`config.mk`:
```
export PLATFORM = sky130hd
export DESIGN_NAME = phy_rx_lane
export DESIGN_NICKNAME = d
export VERILOG_FILES = /design/src/rtl/phy_rx_lane.sv
export SDC_FILE = /design/constraint.sdc
export NUM_CORES = 1
export LEC_CHECK = 0
export ABC_AREA = 0
export ABC_CLOCK_PERIOD_IN_PS = 5360
export CORE_AREA = 2 2 80 139
export DETAILED_ROUTE_END_ITERATION = 16
export DIE_AREA = 0 0 82 141
export PLACE_DENSITY_LB_ADDON = 0.12
export RECOVER_POWER = 25
export SLEW_MARGIN = 40
export SYNTH_ARGS = -nofsm -noshare
export SYNTH_HDL_FRONTEND = slang
export SYNTH_SLANG_ARGS = --single-unit
```
`constraint.sdc`:
```
create_clock -name clk_32f -period 5.36 [get_ports clk_32f]
set_clock_uncertainty 0.1 [all_clocks]
set_input_delay 0.536 -clock clk_32f [delete_from_list [all_inputs] [get_ports clk_32f]]
set_output_delay 0.536 -clock clk_32f [all_outputs]
set_load 0.01 [all_outputs]
```
`src/rtl/phy_rx_lane.sv`:
```
// phy_rx_lane: receive side of one serial PHY lane.
// Finds byte alignment from COM symbols in the bit stream. Once locked, it
// drops COM/IDL symbols and packs the data bytes into 32-bit words, first
// byte in [31:24]. The active output means the lane is locked.
module phy_rx_lane #(
    parameter logic [7:0]  COM_SYMBOL  = 8'hBC,
    parameter logic [7:0]  IDL_SYMBOL  = 8'h7C,
    parameter int unsigned ALIGN_COUNT = 4,
    parameter int unsigned LOSS_COUNT  = 4
) (
    input  logic        clk_32f,
    input  logic        reset_L,
    input  logic        data_in,
    output logic        active,
    output logic [7:0]  byte_out,
    output logic        byte_valid,
    output logic [31:0] data_out,
    output logic        valid_out
);

    typedef enum logic [1:0] {
        ST_SEARCH,
        ST_LOCKING,
        ST_ACTIVE
    } state_t;

    localparam logic [3:0] ALIGN_N = 4'(ALIGN_COUNT);
    localparam logic [3:0] LOSS_N  = 4'(LOSS_COUNT);

    state_t      r_state;
    // Only the seven most recent bits are kept. Together with the incoming
    // bit they form the byte that completes on this edge.
    logic [6:0]  r_sr;
    logic [2:0]  r_bit_cnt;
    logic [3:0]  r_com_cnt;
    logic [3:0]  r_loss_cnt;
    logic [1:0]  r_byte_idx;
    logic [31:0] r_word;
    logic        r_active;
    logic [7:0]  r_byte_out;
    logic        r_byte_valid;
    logic [31:0] r_data_out;
    logic        r_valid_out;

    logic [7:0]  w_cand;
    logic        w_is_com;
    logic        w_is_idl;
    logic        w_boundary;
    logic [31:0] w_word_next;

    assign w_cand     = {r_sr, data_in};
    assign w_is_com   = (w_cand == COM_SYMBOL);
    assign w_is_idl   = (w_cand == IDL_SYMBOL);
    assign w_boundary = (r_bit_cnt == 3'd7);

    // Word buffer with the candidate byte dropped into the lane picked by
    // byte_idx. Lane 0 is the most significant byte.
    generate
        for (genvar gi = 0; gi < 4; gi++) begin : g_lane
            assign w_word_next[31-8*gi -: 8] =
                (r_byte_idx == 2'(gi)) ? w_cand : r_word[31-8*gi -: 8];
        end
    endgenerate

    // Alignment FSM, byte/word assembly and registered outputs.
    always_ff @(posedge clk_32f or negedge reset_L) begin
        if (!reset_L) begin
            r_state      <= ST_SEARCH;
            r_sr         <= 7'd0;
            r_bit_cnt    <= 3'd0;
            r_com_cnt    <= 4'd0;
            r_loss_cnt   <= 4'd0;
            r_byte_idx   <= 2'd0;
            r_word       <= 32'd0;
            r_active     <= 1'b0;
            r_byte_out   <= 8'd0;
            r_byte_valid <= 1'b0;
            r_data_out   <= 32'd0;
            r_valid_out  <= 1'b0;
        end else begin
            r_sr         <= w_cand[6:0];
            r_byte_valid <= 1'b0;
            r_valid_out  <= 1'b0;
            case (r_state)
                ST_SEARCH: begin
                    // Bit-granular hunt: any edge that completes a COM
                    // becomes the byte boundary.
                    r_bit_cnt <= 3'd0;
                    if (w_is_com) begin
                        r_loss_cnt <= 4'd0;
                        r_byte_idx <= 2'd0;
                        if (ALIGN_N == 4'd1) begin
                            r_state   <= ST_ACTIVE;
                            r_active  <= 1'b1;
                            r_com_cnt <= 4'd0;
                        end else begin
                            r_state   <= ST_LOCKING;
                            r_com_cnt <= 4'd1;
                        end
                    end
                end
                ST_LOCKING: begin
                    r_bit_cnt <= r_bit_cnt + 3'd1;
                    if (w_boundary) begin
                        if (w_is_com) begin
                            if (r_com_cnt + 4'd1 == ALIGN_N) begin
                                r_state    <= ST_ACTIVE;
                                r_active   <= 1'b1;
                                r_com_cnt  <= 4'd0;
                                r_loss_cnt <= 4'd0;
                                r_byte_idx <= 2'd0;
                            end else begin
                                r_com_cnt <= r_com_cnt + 4'd1;
                            end
                        end else begin
                            r_state   <= ST_SEARCH;
                            r_com_cnt <= 4'd0;
                        end
                    end
                end
                ST_ACTIVE: begin
                    r_bit_cnt <= r_bit_cnt + 3'd1;
                    if (w_boundary) begin
                        if (w_is_com) begin
                            // A COM discards the partial word. A run of
                            // them means the link restarted alignment.
                            r_byte_idx <= 2'd0;
                            if (r_loss_cnt + 4'd1 == LOSS_N) begin
                                r_state    <= ST_SEARCH;
                                r_active   <= 1'b0;
                                r_loss_cnt <= 4'd0;
                            end else begin
                                r_loss_cnt <= r_loss_cnt + 4'd1;
                            end
                        end else if (w_is_idl) begin
                            // Idle filler: the partial word is kept.
                            r_loss_cnt <= 4'd0;
                        end else begin
                            r_loss_cnt   <= 4'd0;
                            r_byte_out   <= w_cand;
                            r_byte_valid <= 1'b1;
                            r_word       <= w_word_next;
                            r_byte_idx   <= r_byte_idx + 2'd1;
                            if (r_byte_idx == 2'd3) begin
                                r_data_out  <= w_word_next;
                                r_valid_out <= 1'b1;
                            end
                        end
                    end
                end
                default: begin
                    r_state  <= ST_SEARCH;
                    r_active <= 1'b0;
                end
            endcase
        end
    end

    assign active     = r_active;
    assign byte_out   = r_byte_out;
    assign byte_valid = r_byte_valid;
    assign data_out   = r_data_out;
    assign valid_out  = r_valid_out;

endmodule

```
==> flow_metrics.tcl, run 1 <==
set metrics [dict create \
    status "complete, no violations" \
    cts_setup_buffers 0 \
    clk_pin_slew_worst_paths_ns 0.06 \
    crit_fanout 36 \
    layout_commonest_cell "dfrtp_1" \
    worst_pin_slew_ns 1.40 \
    synthArstFlopShare 1.00 \
    synthDistinctLibCells 49 \
    ios 46 \
    cts-root-buf "clkbuf_16" \
    setup_viol 0 \
    grt_first_pass_wirelength_um 14100 \
    antenna_left 0 \
    hpwl_um 5800 \
    synth_edf_count 0 \
    power_density_mw_per_mm2 311 \
    cts_tree "done" \
    nNetsFinal 413 \
    ys_warn_count 0 \
    totalWireLength_um 8250 \
    clock-sinks 89 \
    max_cap_violations 0 \
    swShare 0.243 \
    final_cell_mix "dfrtp_1 (89), nand2_1 (72), clkdlybuf4s50_1 (43), o21ai_0 (37), mux2_2 (29)" \
    vias 2661 \
    dp_cells 515 \
    fmax_mhz 316 \
    start_kind "primary input" \
    cp_data_required_time_ns 5.46 \
    rsz0062_at_grt "false" \
    fin_tns_setup_ns 0 \
    worst_ep_arrival_time_ns 3.27 \
    peakVddDrop_uv 149 \
    ys_dominant_reg_cell "dfrtp_1" \
    gp_congestion 0.729 \
    path_class "in -> reg" \
    remaining_drc_errors 0 \
    ys_ff_latch 89 \
    final_area_sq_mm 0.00489 \
    synthCells 359 \
    syn_avg_cell_area_sq_um 11.3 \
    cts_hold_buf 0 \
    syn_area_sq_mm 0.00405 \
    track_usage 0.158 \
    viasPerCell 5.02 \
    slew_viol_final 0 \
    port_buffers 45 \
    diodes 0 \
    grt_overflow 0 \
    period_minus_slack_ns 3.17 \
    core-area_sq_mm 0.0105 \
    grt_pass1_vias 2819 \
    layout.cells.non_filler 530 \
    p_int_mw 1.15 \
    synth_seq_area_share 0.550 \
    hp-class "reg -> reg" \
    p_leak_nw 2.25 \
    wl_per_cell_um 15.6 \
    combPwrFrac 0.103 \
    period_share 0.591 \
    dieArea_sq_mm 0.0116 \
    endpoint_kind "flop" \
    postPlaceCellArea_sq_mm 0.00458 \
    syn_nets 376 \
    fp.dieW_um 82 \
    insertion_delay_ns 0.33 \
    clock_path_buffers 2 \
    antenna_found_initial 0 \
    cts_htree_levels 3 \
    first_pass_iters 4 \
    post-route-util 0.465 \
    area.growth.synth_to_final_pct 20.7 \
    drive_gt1_frac 0.138 \
    die-height_um 141 \
    maxSlewHeadroom 0.0678 \
    cts-buffers-inserted 9 \
    postCtsResizedCells 0 \
    start_util 0.385 \
    hold_viol_final 0 \
    grt_max_degree 65 \
    p_switching_uw 370 \
    power_frac_seq 0.471 \
    rows 50 \
    hold_slack_ns 0.375 \
    clockPowerShare 0.426 \
    drt-initial-drc-count 133 \
]
[metal layers]
layer	global-route usage	up-vias	share of wire
met5	0	-	0
met4	0.0649	0	0.018
met3	0.0275	11	0.023
met2	0.271	38	0.53
met1	0.191	1298	0.43
li1	-	1314	-
[worst paths after layout]
path	from	end	slack, ns	depth (start not counted)
worst max register to register	r_state[0]	data_out[22]	2.34	8
worst min-delay path	data_out[2]	data_out[2]	0.38	2
max in group asynchronous	reset_L	r_byte_idx[1]	3.52	2
worst min register to register	data_out[2]	data_out[2]	0.38	2
min in group asynchronous	reset_L	data_out[15]	0.42	1
worst max-delay path	data_in	data_out[22]	2.19	7
[power groups by stage]
stage          Combinational [mW]  Clock (mW)  Sequential, mW
2_1_floorplan               0.121           0           0.716
3_3_place_gp                0.157           0           0.728
3_5_place_dp                0.160           0           0.730
4_1_cts                     0.160       0.665           0.718
5_1_grt                     0.181       0.697           0.720
6_report                    0.156       0.648           0.717
[layout make-up]
| type | instances | area, sq um |
|---|---|---|
| Fill cell | 1004 | 5620 |
| Sequential cell | 89 | 2230 |
| Clock buffer | 9 | 225 |
| Clock inverter | 6 | 83.8 |
| Tap cell | 130 | 163 |
| Inverter | 11 | 41.3 |
| Multi-Input combinational cell | 238 | 1680 |
| Timing Repair Buffer | 47 | 463 |
[through the flow]
step | setup slack, ns | power [mW]
global route | 1.93 | 1.60
floorplan | 3.25 | 0.837
CTS | 2.25 | 1.54
detailed placement | 1.91 | 0.890
global placement | 2.00 | 0.885
finish | 2.19 | 1.52
[sequential cells by signal, summed over array words and instances, names as in the netlist]
| register | count |
|---|---|
| valid_out | 1 |
| r_word | 24 |
| r_bit_cnt | 3 |
| r_byte_idx | 2 |
| byte_out | 8 |
| data_out | 32 |
| r_state | 2 |
| active | 1 |
| byte_valid | 1 |
| r_com_cnt | 4 |
| r_sr | 7 |
| r_loss_cnt | 4 |
[worst max-delay path: stages]
cell and delay [ns]:
dlygate4sd3_1 0.74, inv_1 0.16, a41oi_2 0.63, nand2_1 0.59, buf_4 0.41, nand2_1 0.09, o21ai_0 0.08
[Yosys cell counts (all sizes together), types with 3 or more instances]
cell type / number / area share
nand2: 73 / 0.068
a31oi: 3 / 0.0046
nor3: 4 / 0.0049
a21oi: 4 / 0.0049
mux2: 29 / 0.081
ha: 14 / 0.043
nand3: 4 / 0.0049
buf: 13 / 0.017
o21ai: 38 / 0.047
mux2i: 26 / 0.064
inv: 10 / 0.0093
clkbuf: 8 / 0.0074
dfrtp: 89 / 0.55
nor2: 7 / 0.0083
a41oi: 3 / 0.0083
[logic make-up (layout without fill, tap and decap cells)]
kind of cell	Yosys count	count (layout)	synth area share
and+or+nand+nor	106	106	0.124
xor gates and xnor gates	1	1	0.00216
muxes	55	55	0.145
buffers and inverters	32	73	0.0343
DFF	89	89	0.550
adders and majority gates	14	14	0.0433
AOI/OAI and AO/OA	62	62	0.101
Note: power is estimated with default switching activity, not from simulation.
==> run 2: changes to the inputs <==
ABC_CLOCK_PERIOD_IN_PS = 3300   (was 5360)
clock period = 3.3 ns   (was 5.36 ns; I/O delays follow)
==> run 2 against run 1 <==
  * Flip-flop and latch count did not move
  * Non-clock buffer count rose by 5
  * Power up 67%
  * Routed wire length rose by 2.1%
  * First-iteration DRC count shrank 17%
  * Worst setup slack got worse by 1.3 ns
  * Via count is 2.6% higher
  * Combinational power increased by 65%
  * Critical path type is now reg -> reg
  * Critical endpoint is now data_out[10]
  * Sequential share of layout area is 0.59 points lower
==> flow_metrics.tcl, run 2 (synthesis results as in run 1) <==
set metrics [dict create \
    cts-buffers-inserted 9 \
    peakVddDrop_uv 286 \
    wl_met3_um 200 \
    total_power_mw 2.54 \
    clk_pin_slew_worst_paths_ns 0.07 \
    vias 2729 \
    grt_pass1_vias 2789 \
    period_minus_slack_ns 2.40 \
    start_util 0.385 \
    rsz0062_at_grt "false" \
    path_class "reg -> reg" \
    ios 46 \
    grt_max_degree 42 \
    power_frac_seq 0.459 \
    wl_per_cell_um 15.7 \
    path_buf_inv 2 \
    insertion_delay_ns 0.34 \
    top_layer "met4" \
    rows 50 \
    crit_top_cell "buf_4" \
    hold_viol_final 0 \
    place_ws_ns 0.697 \
    hpwl_um 5890 \
    dieArea_sq_mm 0.0116 \
    endpoint_kind "flop" \
    p_switching_uw 650 \
    worst_pin_slew_ns 1.48 \
    cts_htree_levels 3 \
    grt_first_pass_wirelength_um 14200 \
    wl_met2_um 4480 \
    max_cap_violations 0 \
    port_buffers 45 \
    start_kind "flop" \
    maxSlewHeadroom 0.0110 \
    clock-sinks 89 \
    worst_ep_arrival_time_ns 2.49 \
    drive_gt1_frac 0.145 \
    viasPerCell 5.09 \
    setup_viol 0 \
    layout_commonest_cell "dfrtp_1" \
    antenna_left 0 \
    grt_overflow 0 \
    cts_hold_buf 1 \
    cp_data_required_time_ns 3.39 \
    die-height_um 141 \
    combPwrFrac 0.102 \
    cts_setup_buffers 0 \
    power_density_mw_per_mm2 513 \
    area.growth.synth_to_final_pct 22.2 \
    largest_reg_flops 32 \
    n_fill_cell 1004 \
    hp-class "reg -> reg" \
    clockPowerShare 0.439 \
    hold_slack_ns 0.376 \
    diodes 0 \
    nNetsFinal 418 \
    cp_top_family "flip-flops" \
    first_pass_iters 4 \
    crit_slowest_cell "dfrtp_1" \
    cts-root-buf "clkbuf_16" \
    slew_viol_final 0 \
    track_usage 0.161 \
    gp_congestion 0.771 \
    p_int_mw 1.89 \
    fin_tns_setup_ns 0 \
    post-route-util 0.471 \
    antenna_found_initial 0 \
    fmax_mhz 417 \
    remaining_drc_errors 0 \
    status "complete, no violations" \
    crit_fanout 41 \
    cpPeakStageDelay_ns 0.68 \
    setup_slack_ns 0.899 \
    clock_path_buffers 2 \
    swShare 0.256 \
    postCtsResizedCells 0 \
    final_cell_mix "dfrtp_1 (89), nand2_1 (72), clkdlybuf4s50_1 (43), o21ai_0 (37), mux2_2 (29)" \
    fp.dieW_um 82 \
    p_leak_nw 2.28 \
    core-area_sq_mm 0.0105 \
    period_share 0.728 \
    crit_chain "and4b_1, a41oi_2, nand2_1, buf_4, buf_4, o21ai_0" \
    drt-initial-drc-count 111 \
    drt-met1-wl_um 3600 \
    totalWireLength_um 8430 \
    cts_tree "done" \
]
==> run 2: cell types whose count changed in the layout (fill, tap and decap cells not counted), sizes merged <==
cell | previous run | this run
buf | 2 | 5
clkinv | 5 | 4
clkbuf | 10 | 11
dlygate4sd3 | 1 | 2
inv | 10 | 12
==> run 2: worst register-to-register path: stages (launching register included) <==
cell     delay [ns]
dfrtp_1        0.68
and4b_1        0.38
a41oi_2        0.20
nand2_1        0.13
buf_4          0.21
buf_4          0.37
o21ai_0        0.19
==> run 2: layout make-up <==
| type | instances | area [sq um] | area share |
|---|---|---|---|
| inverters | 11 | 41.3 | 0.00834 |
| multi-input cells | 238 | 1680 | 0.340 |
| repair buffers | 52 | 508 | 0.103 |
| well taps | 130 | 163 | 0.0329 |
| clock buffers | 9 | 225 | 0.0455 |
| flip-flops and latches | 89 | 2230 | 0.450 |
| clock inverters | 7 | 103 | 0.0207 |
==> run 2: path summary, 6_finish.rpt <==
kind                                  start       endpoint  slack, ns  cells after the start
worst max-delay path                r_sr[2]   data_out[10]       0.90                      6
worst max register to register      r_sr[2]   data_out[10]       0.90                      6
worst min-delay path            data_out[4]    data_out[4]       0.38                      2
worst min register to register  data_out[4]    data_out[4]       0.38                      2
min in group asynchronous           reset_L   data_out[20]       0.79                      2
max in group asynchronous           reset_L  r_loss_cnt[3]       1.06                      3
==> run 2: power by group through the flow <==
| stage | Combinational [mW] | Clock [mW] | Sequential [mW] |
|---|---|---|---|
| 2_1_floorplan | 0.196 | 0 | 1.16 |
| 3_3_place_gp | 0.253 | 0 | 1.18 |
| 3_5_place_dp | 0.261 | 0 | 1.19 |
| 4_1_cts | 0.263 | 1.15 | 1.17 |
| 5_1_grt | 0.302 | 1.19 | 1.17 |
| 6_report | 0.258 | 1.12 | 1.17 |
==> run 2: through the flow <==
step | instance area (sq um) | std cells
2_1_floorplan | 4050 | 359
3_3_place_gp | 4600 | 518
3_5_place_dp | 4620 | 519
4_1_cts | 4960 | 536
5_1_grt | 4950 | 536
6_report | 4950 | 536
==> run 2: routing by layer <==
metal / vias up / global-route usage
li1: 1325 / -
met1: 1360 / 0.196
met2: 35 / 0.279
met3: 9 / 0.0307
met4: 0 / 0.0561
met5: - / 0
